--- src/rtl/instr_fetch_unit.sv ---
// Instruction fetch unit: issues word-aligned fetches and buffers returned words in a FWFT prefetch FIFO.
// Optional decode-starvation counter is built when FETCH_PERF_EN is defined.
module instr_fetch_unit #(
  parameter logic [31:0] RESET_PC   = 32'h0000_0000,
  parameter int unsigned FIFO_DEPTH = 4,
  parameter int unsigned MEM_LAT    = 1
) (
  input  logic        clk,
  input  logic        rst_n,
  input  logic        fetch_en,
  input  logic        redirect_valid,
  input  logic [31:0] redirect_pc,
  output logic [31:0] imem_addr,
  output logic        imem_req,
  input  logic [31:0] imem_rdata,
  output logic        out_valid,
  input  logic        out_ready,
  output logic [31:0] out_instr,
  output logic [31:0] out_pc,
  output logic [31:0] perf_bubble_cnt
);

  localparam int unsigned AW = $clog2(FIFO_DEPTH);
  localparam int unsigned CW = AW + 1;
  localparam int unsigned SW = CW + 1;

  logic [31:0]   pc_q, pc_d;
  logic [CW-1:0] wr_ptr_q, wr_ptr_d;
  logic [CW-1:0] rd_ptr_q, rd_ptr_d;
  logic [31:0]   fifo_instr_q [FIFO_DEPTH];
  logic [31:0]   fifo_instr_d [FIFO_DEPTH];
  logic [31:0]   fifo_pc_q    [FIFO_DEPTH];
  logic [31:0]   fifo_pc_d    [FIFO_DEPTH];

  logic [CW-1:0] occ;
  logic [CW-1:0] inflight;
  logic [SW-1:0] credit_used;
  logic          issue;
  logic          pop;
  logic          land_v;
  logic [31:0]   land_pc;
  logic          unused_redirect_lsbs;

  assign unused_redirect_lsbs = ^redirect_pc[1:0];

  // Credit check counts both buffered and in-flight words so a landing word always has a slot.
  assign occ         = wr_ptr_q - rd_ptr_q;
  assign credit_used = {1'b0, occ} + {1'b0, inflight};
  assign issue       = rst_n & fetch_en & ~redirect_valid & (credit_used < SW'(FIFO_DEPTH));
  assign pop         = out_valid & out_ready;

  assign imem_req  = issue;
  assign imem_addr = pc_q;
  assign out_valid = (wr_ptr_q != rd_ptr_q);
  assign out_instr = fifo_instr_q[rd_ptr_q[AW-1:0]];
  assign out_pc    = fifo_pc_q[rd_ptr_q[AW-1:0]];

  if (MEM_LAT == 1) begin : g_comb_mem
    // Combinational memory: the word is captured at the end of its own issue cycle.
    assign land_v   = issue;
    assign land_pc  = pc_q;
    assign inflight = '0;
  end else begin : g_pipe_mem
    logic [MEM_LAT-2:0] v_q, v_d;
    logic [31:0]        p_q [MEM_LAT-1];
    logic [31:0]        p_d [MEM_LAT-1];

    always_comb begin
      v_d    = '0;
      p_d[0] = pc_q;
      if (!redirect_valid) v_d[0] = issue;
      for (int unsigned k = 1; k < MEM_LAT - 1; k++) begin
        p_d[k] = p_q[k-1];
        if (!redirect_valid) v_d[k] = v_q[k-1];
      end
    end

    always_comb begin
      inflight = '0;
      for (int unsigned k = 0; k < MEM_LAT - 1; k++) begin
        inflight = inflight + CW'(v_q[k]);
      end
    end

    assign land_v  = v_q[MEM_LAT-2];
    assign land_pc = p_q[MEM_LAT-2];

    always_ff @(posedge clk or negedge rst_n) begin
      if (!rst_n) begin
        v_q <= '0;
        for (int unsigned k = 0; k < MEM_LAT - 1; k++) p_q[k] <= '0;
      end else begin
        v_q <= v_d;
        for (int unsigned k = 0; k < MEM_LAT - 1; k++) p_q[k] <= p_d[k];
      end
    end
  end

  // Next-state for pc and FIFO; redirect flushes and drops any word landing this edge.
  always_comb begin
    pc_d         = pc_q;
    wr_ptr_d     = wr_ptr_q;
    rd_ptr_d     = rd_ptr_q;
    fifo_instr_d = fifo_instr_q;
    fifo_pc_d    = fifo_pc_q;
    if (redirect_valid) begin
      pc_d     = {redirect_pc[31:2], 2'b00};
      rd_ptr_d = wr_ptr_q;
    end else begin
      if (issue) pc_d = pc_q + 32'd4;
      if (land_v) begin
        fifo_instr_d[wr_ptr_q[AW-1:0]] = imem_rdata;
        fifo_pc_d[wr_ptr_q[AW-1:0]]    = land_pc;
        wr_ptr_d                       = wr_ptr_q + CW'(1);
      end
      if (pop) rd_ptr_d = rd_ptr_q + CW'(1);
    end
  end

  always_ff @(posedge clk or negedge rst_n) begin
    if (!rst_n) begin
      pc_q     <= RESET_PC;
      wr_ptr_q <= '0;
      rd_ptr_q <= '0;
      for (int unsigned i = 0; i < FIFO_DEPTH; i++) begin
        fifo_instr_q[i] <= '0;
        fifo_pc_q[i]    <= '0;
      end
    end else begin
      pc_q     <= pc_d;
      wr_ptr_q <= wr_ptr_d;
      rd_ptr_q <= rd_ptr_d;
      for (int unsigned i = 0; i < FIFO_DEPTH; i++) begin
        fifo_instr_q[i] <= fifo_instr_d[i];
        fifo_pc_q[i]    <= fifo_pc_d[i];
      end
    end
  end

`ifdef FETCH_PERF_EN
  logic [31:0] perf_q, perf_d;

  // Saturating count of cycles where decode is ready but starved; redirect does not clear it.
  always_comb begin
    perf_d = perf_q;
    if (out_ready && !out_valid && (perf_q != 32'hFFFF_FFFF)) perf_d = perf_q + 32'd1;
  end

  always_ff @(posedge clk or negedge rst_n) begin
    if (!rst_n) perf_q <= '0;
    else        perf_q <= perf_d;
  end

  assign perf_bubble_cnt = perf_q;
`else
  assign perf_bubble_cnt = '0;
`endif

endmodule

--- config.mk ---
export PLATFORM = sky130hd
export DESIGN_NAME = instr_fetch_unit
export DESIGN_NICKNAME = d
export VERILOG_FILES = /design/src/rtl/instr_fetch_unit.sv
export SDC_FILE = /design/constraint.sdc
export NUM_CORES = 1
export LEC_CHECK = 0
export CORE_MARGIN = 2
export CORE_UTILIZATION = 30
export DETAILED_ROUTE_END_ITERATION = 12
export PLACE_DENSITY = 0.56
export RECOVER_POWER = 50
export SYNTH_ARGS = -nofsm -noshare
export SYNTH_HDL_FRONTEND = slang
export SYNTH_SLANG_ARGS = --single-unit
--- constraint.sdc ---
create_clock -name clk -period 9.5 [get_ports clk]
set_input_delay 1.425 -clock clk [delete_from_list [all_inputs] [get_ports clk]]
set_output_delay 1.425 -clock clk [all_outputs]
set_load 0.02 [all_outputs]
======== After elaboration in Yosys (flattened, before gate mapping) ========
Index checks and enable logic that the tools add are counted.
word-level totals
  bits of input ports ..................... 69
  register bits ........................... 294
operators by class
  bitwise logic cells ..................... 7
  add/sub/neg operators ................... 4
  magnitude comparators ................... 4
  eq/ne operators ......................... 1
  multiplexer cells ....................... 14
  reduce and logical (&&, ||, !) cells .... 4
operator list
  kind                   number
  $bwmux 128             2
  $mux 32                7
  $bmux 32 s2            2
  $demux 32 s2           1
  $add 32x3->32 const B  1
  $add 3x1->3 const B    2
  $ge 3x3->1 const B     2
  $mux 3                 2
  $not 2->3              2
  $and 1x1->1            4
  $reduce_bool 2->1      2
  $lt 3x1->1 const B     1
  $lt 3x3->1 const B     1
  $ne 3x3->1             1
  $sub 3x3->3            1
  $reduce_and 2->1       1
  $logic_and 1x1->1      1
  $not 1->1              1

======== Depth between registers and ports, before layout ========
Gate-level depths: netlist of run 1.
  depth after elaboration ................. 6
  depth in mapped cells ................... 11

======== Worst setup path before layout of run 1 ========
No wires, ideal clock.
  path type ............................... register -> output
  start ................................... register rd_ptr_q[1]
  end ..................................... output imem_req
  required time ........................... 8.075 ns
  buffers on the path ..................... 2
  arrival time ............................ 2.342 ns
  setup slack ............................. 5.733 ns
  cell stages (with the launch flop) ...... 8
  path through ............................ dfrtp_1 > clkbuf_1 > clkbuf_1 > inv_1 > ha_1 > nor2b_1 > or3_1 > a211oi_4
between the ends
  word-level cells in the longest chain between the ends .. 3
ends and longest elaborated chain
  what                    RTL line  text
  start, declared         29        logic [CW-1:0] rd_ptr_q, rd_ptr_d;
  start signal, assigned  132       rd_ptr_q <= rd_ptr_d;
  $sub 3x3->3             47        assign occ = wr_ptr_q - rd_ptr_q;
  $lt 3x3->1              49        assign issue = rst_n & fetch_en & ~redirect_valid & (credit_used < SW'(FIFO_DEPTH));
  $and 1x1->1             49
  end, declared           14        output logic imem_req,
Every way passes these cells.

======== Worst setup path in the final report of run 1 ========
  start ................................... register rd_ptr_q[0]
  end ..................................... output imem_req
Same word-level chain as after synthesis.

==> impl_metrics.env, run 1 <==
export IMPL_outcome="finished with violations"
export IMPL_failed_checks="capacitance limit, slew limit"
export IMPL_postCtsResizedCells=0
export IMPL_most_used_cells_in_the_layout_excluding_fill_and_tap_cells="sky130_fd_sc_hd__dfrtp_1, sky130_fd_sc_hd__mux2_2, sky130_fd_sc_hd__clkdlybuf4s50_1, sky130_fd_sc_hd__mux4_2, sky130_fd_sc_hd__nand2_1"
export IMPL_placer_s_final_routability_congestion_estimate=0.702
export IMPL_cts_hold_buf=0
export IMPL_gr_total_overflow=0
export IMPL_core_um2=43200
export IMPL_r2r_cells=8
export IMPL_globalRouteMet3Util_pct=3.30
export IMPL_fin_nets=1115
export IMPL_cts_post_setup_buffers_inserted=0
export IMPL_route_final_wire_length_mm=32.3
export IMPL_ys_dominant_reg_cell="sky130_fd_sc_hd__dfrtp_1"
export IMPL_clk_path_buf_depth=3
export IMPL_io_buffer_count=160
export IMPL_worst_clock_skew_ps=29.1
export IMPL_synthCells=900
export IMPL_global_route_usage_met2_pct=23.4
export IMPL_layout_commonest_cell="sky130_fd_sc_hd__dfrtp_1"
export IMPL_grt_start_max_net_pins=79
export IMPL_totalNegativeSetupSlack_ps=0
export IMPL_reg2reg_setup_slack_ps=4030
export IMPL_clock_fmax_mhz=154
export IMPL_drcViolationCount=0
export IMPL_grtUsageTotal_pct=14.6
export IMPL_final_hold_violation_count=0
export IMPL_timing_worst_setup_path_type="reg2out"
export IMPL_h_tree_level_count=2
export IMPL_grt_setup_unrepaired="no"
export IMPL_post_synth_cell_area_avg_um2=14.6
export IMPL_post_synth_main_area_contributors="sky130_fd_sc_hd__dfrtp_1, sky130_fd_sc_hd__mux2_2, sky130_fd_sc_hd__mux4_2"
export IMPL_ir_worst_vdd_mv=0.180
export IMPL_first_iter_violations=386
export IMPL_slew_viol_final=245
export IMPL_critical_path_arrival_ps=5050
export IMPL_timing_final_ws_setup_ps=3020
export IMPL_die_width_um=213
export IMPL_dr_pass1_iters=4
export IMPL_starting_density_pct=30.5
export IMPL_hold_path_end="fifo_pc_q[93]"
export IMPL_synth_area_um2=13200
export IMPL_cap_violations=4
export IMPL_r2r_start="rd_ptr_q[0]"
export IMPL_floorplan_rows=76
export IMPL_worst_setup_path_end_kind="primary output"
export IMPL_crit_fanout=30
export IMPL_grtUsageMet1_pct=19.9
export IMPL_tritoncts="done"
export IMPL_finalCriticalPeriod_ps=6480
export IMPL_busiest_layer="met2"
export IMPL_die_area_um2=45500
export IMPL_cp_start_kind="flip-flop"
export IMPL_cts_made_buffers=35
export IMPL_post_drt_wl_per_cell_um=19.6
export IMPL_timing_final_setup_violations=0
export IMPL_r2r_end="fifo_instr_q[4]"
export IMPL_hold_path_depth=1
export IMPL_dp_hpwl_mm=19.5
export IMPL_crit_required_ps=8080
export IMPL_register_area_um2=7110
export IMPL_worstHoldPathType="reg2reg"
export IMPL_grt_pass1_vias=8271
export IMPL_ios=199
export IMPL_synthDominantCellAreaShare_pct=54.0
export IMPL_hold_start="fifo_pc_q[93]"
export IMPL_synth_distinct_cells=33
export IMPL_via_count=7798
export IMPL_antenna_found_initial=1
export IMPL_worst_pin_slew_ps=4130
export IMPL_synthDominantAreaCellType="sky130_fd_sc_hd__dfrtp_1"
export IMPL_fillers=4195
export IMPL_clkSlewWorstSetupHoldPaths_ps=60
export IMPL_worst_slew_margin_rel_pct=-175
export IMPL_yosysWarnings=0
export IMPL_dp_worst_setup_slack_ps=4240
export IMPL_insertion_delay_of_the_later_clocked_pin_in_the_worst_skew_pair_ps=550
export IMPL_clock_sinks=284
export IMPL_multi_input_area_um2=5610
export IMPL_post_route_cells_drive_above_1_share_pct=34.7
export IMPL_synth_edf_count=0
export IMPL_total_leakage_power_nw=7.15
export IMPL_grt_first_pass_wirelength_mm=50.1
export IMPL_power_per_cell_area_nw_per_um2=340
export IMPL_area_added_between_synthesis_and_finish_pct=24.5
export IMPL_fin_hold_ws_ps=487
export IMPL_cts_root_buffer_cell="sky130_fd_sc_hd__clkbuf_16"
export IMPL_min_period_over_period_pct=68.2
export IMPL_die_h_um=213
export IMPL_post_synthesis_register_bit_count=284
export IMPL_async_flop_share_pct=100
export IMPL_final_antenna_net_count=0
export IMPL_drt_vias_per_instance=4.72
export IMPL_synth_seq_area_share_pct=54.0
synth_stat cells, drive strengths merged (3+ instances only):
cell type,number
nor2,6
dfrtp,284
mux2,250
nand3,14
clkbuf,38
buf,68
xor2,4
nor3b,6
mux4,62
nand4,8
o21ai,27
and3,3
inv,9
xnor2,24
nand2,39
a221o,6
ha,8
and4,3
a211oi,12
a2111oi,16
critical path, cell delays in order (launching register included):
cell	delay (ps)
sky130_fd_sc_hd__dfrtp_1	1690
sky130_fd_sc_hd__ha_1	350
sky130_fd_sc_hd__nor2b_1	70
sky130_fd_sc_hd__or3_1	340
sky130_fd_sc_hd__clkbuf_1	580
sky130_fd_sc_hd__a211oi_4	700
sky130_fd_sc_hd__clkdlybuf4s50_1	770
worst max path at each step:
stage                      startpoint        to  slack, ps  cells after the start
after floorplan           rd_ptr_q[1]  imem_req       5730                      7
after global placement          rst_n  imem_req       4260                      4
after detailed placement        rst_n  imem_req       4240                      4
after CTS                 rd_ptr_q[1]  imem_req       4110                      7
after global routing      rd_ptr_q[0]  imem_req       2480                      6
final                     rd_ptr_q[0]  imem_req       3020                      6
power by group:
part | total [W] | leakage [nW] | switching, W | internal [W]
registers | 0.00205 | 3.65 | 0.000327 | 0.00172
logic | 0.00214 | 2.90 | 0.000940 | 0.00120
clock network | 0.00138 | 0.594 | 0.000527 | 0.000850
total | 0.00556 | 7.15 | 0.00179 | 0.00376
layout make-up:
class | count | share of cell area [%]
flip-flops and latches | 284 | 43.4
multi-input cells | 536 | 34.3
repair buffers | 172 | 10.2
clock buffers | 52 | 6.42
well taps | 585 | 4.47
clock inverters | 12 | 0.932
inverters | 9 | 0.206
diodes | 1 | 0.0153
registers in the layout (all words and copies together), names as in the netlist:
name          flops
fifo_instr_q    128
fifo_pc_q       120
imem_addr        30
rd_ptr_q          3
wr_ptr_q          3
cells by family (layout without fill, tap and decap cells):
family	after synthesis	in the layout	share of synthesized area, %
other cells	1	37	0.0285
simple gates	87	87	3.30
buf+inv	115	245	4.41
fa+ha+maj	8	8	0.761
compound gates	63	63	3.41
xor+xnor	28	28	1.86
flops	284	284	54.0
mux	314	314	32.2
through the flow:
step	power (W)	instance area (µm²)	util [%]	instances
floorplan	0.00339	13300	-	935
global placement	0.00421	15200	35.2	1586
detailed placement	0.00425	15200	35.2	1586
CTS	0.00568	16400	38.0	1650
global route	0.00590	16400	37.9	1650
finish	0.00556	16400	37.9	1651
routing by layer:
metal,vias up,part of all wire [%]
li1,3525,-
met3,40,4.6
met2,149,48
met5,-,0
met4,0,1.8
met1,4084,45
Power figures use the tool's default switching activity.
==> inputs of run 2 (changes only) <==
--- a/config.mk
+++ b/config.mk
@@ -8,7 +8,7 @@
 export CORE_MARGIN = 2
 export CORE_UTILIZATION = 30
 export DETAILED_ROUTE_END_ITERATION = 12
-export PLACE_DENSITY = 0.56
+export PLACE_DENSITY = 0.58
 export RECOVER_POWER = 50
 export SYNTH_ARGS = -nofsm -noshare
 export SYNTH_HDL_FRONTEND = slang
==> constraint.sdc (replaced) <==
create_clock -name clk -period 5.24 [get_ports clk]
set_input_delay 0.786 -clock clk [delete_from_list [all_inputs] [get_ports clk]]
set_output_delay 0.786 -clock clk [all_outputs]
set_load 0.02 [all_outputs]
==> run 2 against run 1 <==
Net effect: the flow still finishes with violations (capacitance limit, slew limit); first-iteration DRC count down 18%; highest routed layer unchanged; total power up 78%; global-route usage down 0.32 points.
==> impl_metrics.env, run 2 (synthesis gave the netlist of run 1 again) <==
export IMPL_core_um2=43200
export IMPL_cts_made_buffers=35
export IMPL_cap_violations=1
export IMPL_timing_final_setup_violations=0
export IMPL_area_added_between_synthesis_and_finish_pct=24.1
export IMPL_floorplan_rows=76
export IMPL_first_iter_violations=317
export IMPL_tritoncts="done"
export IMPL_grtUsageTotal_pct=14.2
export IMPL_failed_checks="capacitance limit, slew limit"
export IMPL_timing_worst_setup_path_type="reg2out"
export IMPL_clock_fmax_mhz=219
export IMPL_grt_setup_unrepaired="no"
export IMPL_dr_pass1_iters=4
export IMPL_worst_setup_path_end_kind="primary output"
export IMPL_multi_input_area_um2=5630
export IMPL_worst_clock_skew_ps=16.5
export IMPL_fin_hold_ws_ps=203
export IMPL_min_period_over_period_pct=87.3
export IMPL_postCtsResizedCells=0
export IMPL_worstHoldPathType="in2async"
export IMPL_crit_fanout=30
export IMPL_insertion_delay_of_the_later_clocked_pin_in_the_worst_skew_pair_ps=530
export IMPL_worst_pin_slew_ps=1780
export IMPL_clk_path_buf_depth=3
export IMPL_final_antenna_net_count=0
export IMPL_ir_worst_vdd_mv=0.329
export IMPL_most_used_cells_in_the_layout_excluding_fill_and_tap_cells="sky130_fd_sc_hd__dfrtp_1, sky130_fd_sc_hd__mux2_2, sky130_fd_sc_hd__clkdlybuf4s50_1, sky130_fd_sc_hd__mux4_2, sky130_fd_sc_hd__clkbuf_16"
export IMPL_h_tree_level_count=2
export IMPL_via_count=7863
export IMPL_placer_s_final_routability_congestion_estimate=0.720
export IMPL_clock_sinks=284
export IMPL_gr_total_overflow=0
export IMPL_largest_register_ff_count=128
export IMPL_starting_density_pct=30.5
export IMPL_layout_commonest_cell="sky130_fd_sc_hd__dfrtp_1"
export IMPL_finalCriticalPeriod_ps=4570
export IMPL_outcome="finished with violations"
export IMPL_io_buffer_count=160
export IMPL_grt_start_max_net_pins=151
export IMPL_fin_nets=1117
export IMPL_dp_hpwl_mm=19.6
export IMPL_grt_first_pass_wirelength_mm=49.6
export IMPL_slew_viol_final=72
export IMPL_cts_root_buffer_cell="sky130_fd_sc_hd__clkbuf_16"
export IMPL_cts_post_setup_buffers_inserted=0
export IMPL_fillers=4199
export IMPL_die_h_um=213
export IMPL_clkSlewWorstSetupHoldPaths_ps=60
export IMPL_route_final_wire_length_mm=31.6
export IMPL_regMostFlops="fifo_instr_q"
export IMPL_register_area_um2=7110
export IMPL_critical_path_arrival_ps=3790
export IMPL_total_leakage_power_nw=7.14
export IMPL_grt_pass1_vias=8408
export IMPL_power_per_cell_area_nw_per_um2=607
export IMPL_ios=199
export IMPL_die_area_um2=45500
export IMPL_crit_required_ps=4450
export IMPL_cp_start_kind="flip-flop"
export IMPL_post_drt_wl_per_cell_um=19.2
export IMPL_drt_vias_per_instance=4.78
export IMPL_post_route_cells_drive_above_1_share_pct=35.1
export IMPL_final_hold_violation_count=0
export IMPL_drcViolationCount=0
export IMPL_worst_slew_margin_rel_pct=-18.3
export IMPL_die_width_um=213
export IMPL_antenna_found_initial=2
export IMPL_cts_hold_buf=0
export IMPL_totalNegativeSetupSlack_ps=0
[run 2: cell types whose count changed in the layout (fill, tap and decap cells not counted), moves of 2 or more]
cell | previous run | this run
sky130_fd_sc_hd__bufinv_16 | 3 | 1
sky130_fd_sc_hd__nand2_1 | 37 | 35
sky130_fd_sc_hd__buf_4 | 8 | 12
sky130_fd_sc_hd__clkbuf_1 | 10 | 5
sky130_fd_sc_hd__clkbuf_8 | 9 | 6
sky130_fd_sc_hd__nand2_4 | 2 | 4
[run 2: final cells by class]
cell class / instances / share of cell area (%)
antenna: 2 / 0.0307
clock buffer: 48 / 6.29
clock inverter: 8 / 0.437
inverter: 9 / 0.207
multi-input combinational: 536 / 34.5
sequential: 284 / 43.6
tap: 585 / 4.48
timing repair buffer: 174 / 10.5
[run 2: final timing paths]
path / startpoint / end / slack [ps] / depth (start not counted)
max in group asynchronous: rst_n / rd_ptr_q[0] / 2710 / 2
hold / removal: rst_n / fifo_pc_q[47] / 200 / 1
min in group clk: fifo_pc_q[48] / fifo_pc_q[48] / 490 / 1
setup reg to reg: wr_ptr_q[1] / fifo_pc_q[38] / 1190 / 7
hold reg to reg: fifo_pc_q[48] / fifo_pc_q[48] / 490 / 1
setup / recovery: wr_ptr_q[1] / imem_req / 670 / 5
[run 2: routing by layer]
metal	track usage [%]	wire [µm]	up-vias
met5	0	0	-
met4	4.19	585	0
met3	3.44	1610	45
met2	22.9	15100	174
met1	19.2	14300	4121
li1	-	-	3523
[run 2: worst max-delay path, stage by stage (launching register included)]
cell and delay [ps]:
sky130_fd_sc_hd__dfrtp_1 440, sky130_fd_sc_hd__ha_1 330, sky130_fd_sc_hd__nor2b_1 150, sky130_fd_sc_hd__or3_1 780, sky130_fd_sc_hd__a211oi_4 810, sky130_fd_sc_hd__clkdlybuf4s50_1 730
[run 2: power by group]
part	internal [W]	switching, W
clock network	0.00141	0.000921
logic	0.00217	0.00181
registers	0.00312	0.000473
[run 2: per-stage QoR]
stage               area, µm²  cells  util, %  power [W]  setup WS [ps]
global route            16300   1645     37.8     0.0105            476
floorplan               13300    935        -    0.00615           1920
CTS                     16300   1644     37.8     0.0101            609
detailed placement      15200   1588     35.3    0.00770           1140
global placement        15200   1588     35.3    0.00760           1150
finish                  16300   1646     37.8    0.00991            665
==> inputs of run 3 (changes only) <==
--- a/config.mk
+++ b/config.mk
@@ -10,6 +10,7 @@
 export DETAILED_ROUTE_END_ITERATION = 12
 export PLACE_DENSITY = 0.58
 export RECOVER_POWER = 50
+export SETUP_SLACK_MARGIN = 0.5
 export SYNTH_ARGS = -nofsm -noshare
 export SYNTH_HDL_FRONTEND = slang
 export SYNTH_SLANG_ARGS = --single-unit
==> run 3 against run 2 <==
Net effect: the run still ends with capacitance limit, slew limit left; critical path depth rose by 3; via count is 0.27% higher; sequential power about the same; total power about the same; sequential share of layout area is essentially flat; routed wire length hardly changed; sequential cell count is the same; largest power group unchanged.
==> impl_metrics.env, run 3 (synthesis gave the netlist of run 1 again) <==
export IMPL_crit_required_ps=5640
export IMPL_insertion_delay_of_the_later_clocked_pin_in_the_worst_skew_pair_ps=530
export IMPL_drt_vias_per_instance=4.79
export IMPL_largest_register_ff_count=128
export IMPL_clk_path_buf_depth=3
export IMPL_ir_worst_vdd_mv=0.329
export IMPL_final_hold_violation_count=0
export IMPL_clkSlewWorstSetupHoldPaths_ps=60
export IMPL_h_tree_level_count=2
export IMPL_gr_total_overflow=0
export IMPL_power_switching_share_pct=32.3
export IMPL_io_buffer_count=160
export IMPL_timing_final_setup_violations=0
export IMPL_layout_commonest_cell="sky130_fd_sc_hd__dfrtp_1"
export IMPL_worst_slew_margin_rel_pct=-18.8
export IMPL_ios=199
export IMPL_seq_power_share_pct=36.3
export IMPL_timing_final_ws_setup_ps=954
export IMPL_area_added_between_synthesis_and_finish_pct=24.1
export IMPL_die_width_um=213
export IMPL_global_route_usage_met2_pct=22.9
export IMPL_total_leakage_power_nw=7.14
export IMPL_cts_root_buffer_cell="sky130_fd_sc_hd__clkbuf_16"
export IMPL_drcViolationCount=0
export IMPL_slew_viol_final=72
export IMPL_placer_s_final_routability_congestion_estimate=0.720
export IMPL_dp_worst_setup_slack_ps=1140
export IMPL_grtUsageMet1_pct=19.2
export IMPL_globalRouteMet3Util_pct=3.44
export IMPL_power_per_cell_area_nw_per_um2=607
export IMPL_pwr_share_comb_pct=40.1
export IMPL_power_clock_fraction_pct=23.5
export IMPL_die_area_um2=45500
export IMPL_clock_sinks=284
export IMPL_outcome="finished with violations"
export IMPL_utilization_pct=37.8
export IMPL_dr_pass1_iters=4
export IMPL_grt_setup_unrepaired="no"
export IMPL_worstHoldPathType="in2async"
export IMPL_post_route_cells_drive_above_1_share_pct=35.0
export IMPL_fin_nets=1118
export IMPL_critical_path_arrival_ps=4690
export IMPL_route_final_wire_length_mm=31.6
export IMPL_post_drt_wl_per_cell_um=19.2
export IMPL_grt_start_max_net_pins=151
export IMPL_busiest_layer="met2"
export IMPL_final_antenna_net_count=0
export IMPL_cap_violations=1
export IMPL_dp_hpwl_mm=19.6
export IMPL_totalNegativeSetupSlack_ps=0
export IMPL_finalCriticalPeriod_ps=4290
export IMPL_grtUsageTotal_pct=14.2
export IMPL_starting_density_pct=30.5
export IMPL_cts_made_buffers=35
export IMPL_worst_pin_slew_ps=1780
export IMPL_via_count=7884
export IMPL_failed_checks="capacitance limit, slew limit"
export IMPL_total_power_w=0.00990
export IMPL_first_iter_violations=277
export IMPL_cp_start_kind="flip-flop"
export IMPL_most_used_cells_in_the_layout_excluding_fill_and_tap_cells="sky130_fd_sc_hd__dfrtp_1, sky130_fd_sc_hd__mux2_2, sky130_fd_sc_hd__clkdlybuf4s50_1, sky130_fd_sc_hd__mux4_2, sky130_fd_sc_hd__clkbuf_16"
export IMPL_grt_pass1_vias=8408
export IMPL_floorplan_rows=76
export IMPL_regMostFlops="fifo_instr_q"
export IMPL_tritoncts="done"
export IMPL_min_period_over_period_pct=81.8
export IMPL_die_h_um=213
export IMPL_worst_setup_path_end_kind="flip-flop"
export IMPL_grt_first_pass_wirelength_mm=49.6
export IMPL_intPower_w=0.00670
export IMPL_clock_fmax_mhz=233
export IMPL_worst_clock_skew_ps=17.3
export IMPL_antenna_found_initial=2
export IMPL_timing_worst_setup_path_type="reg2reg"
export IMPL_crit_fanout=37
export IMPL_core_um2=43200
export IMPL_p_switching_w=0.00320
==> run 3: cell count changes in the layout (fill, tap and decap cells not counted), sizes merged <==
cell,delta
clkbuf,+1
==> run 3: area by class of cell <==
type	instances	area, µm²
well taps	585	732
repair buffers	175	1720
flip-flops and latches	284	7110
inverters	9	33.8
diodes	2	5.00
clock inverters	8	71.3
fillers	4201	26900
multi-input cells	536	5610
clock buffers	48	1030
==> run 3: what timing repair did <==
action,CTS,global route
hold buffers,0,0
buffers inserted,0,1
gates resized for setup,0,0
endpoints found under the setup margin,0,1
==> run 3: routing by layer <==
| layer | routed length, µm | share of wire [%] | vias up |
|---|---|---|---|
| li1 | - | - | 3527 |
| met5 | 0 | 0 | - |
| met4 | 583 | 1.8 | 0 |
| met2 | 15100 | 48 | 159 |
| met1 | 14400 | 45 | 4153 |
| met3 | 1570 | 5.0 | 45 |
==> run 3: stage by stage <==
stage / cell area [µm²] / cells / hold WS [ps]
6_report: 16300 / 1647 / 203
5_1_grt: 16300 / 1646 / 220
4_1_cts: 16300 / 1644 / 193
3_5_place_dp: 15200 / 1588 / 475
3_3_place_gp: 15200 / 1588 / 470
2_1_floorplan: 13300 / 935 / 459
==> run 3: worst max-delay path, stage by stage (launching register included) <==
cell and delay, ps:
sky130_fd_sc_hd__dfrtp_1 440, sky130_fd_sc_hd__ha_1 330, sky130_fd_sc_hd__nor2b_1 150, sky130_fd_sc_hd__or3_1 760, sky130_fd_sc_hd__a211oi_1 560, sky130_fd_sc_hd__clkbuf_1 530
sky130_fd_sc_hd__nand2_4 500, sky130_fd_sc_hd__buf_4 480, sky130_fd_sc_hd__mux2_1 370
==> run 3: worst paths after layout <==
path                                    start       endpoint  slack [ps]  cells after the start
worst min register to register  fifo_pc_q[48]  fifo_pc_q[48]         490                      1
worst max-delay path              wr_ptr_q[1]  fifo_pc_q[38]         950                      8
worst max register to register    wr_ptr_q[1]  fifo_pc_q[38]         950                      8
worst min-delay path                    rst_n  fifo_pc_q[47]         200                      1
min in group clk                fifo_pc_q[48]  fifo_pc_q[48]         490                      1
max in group asynchronous               rst_n    rd_ptr_q[0]        2700                      2
==> run 3: power groups by stage <==
stage                     Clock, W  Sequential (W)  Combinational, W
after floorplan                  0         0.00348           0.00267
after global placement           0         0.00359           0.00401
after detailed placement         0         0.00364           0.00406
after CTS                  0.00242         0.00360           0.00408
after global routing       0.00251         0.00373           0.00427
final                      0.00233         0.00359           0.00397
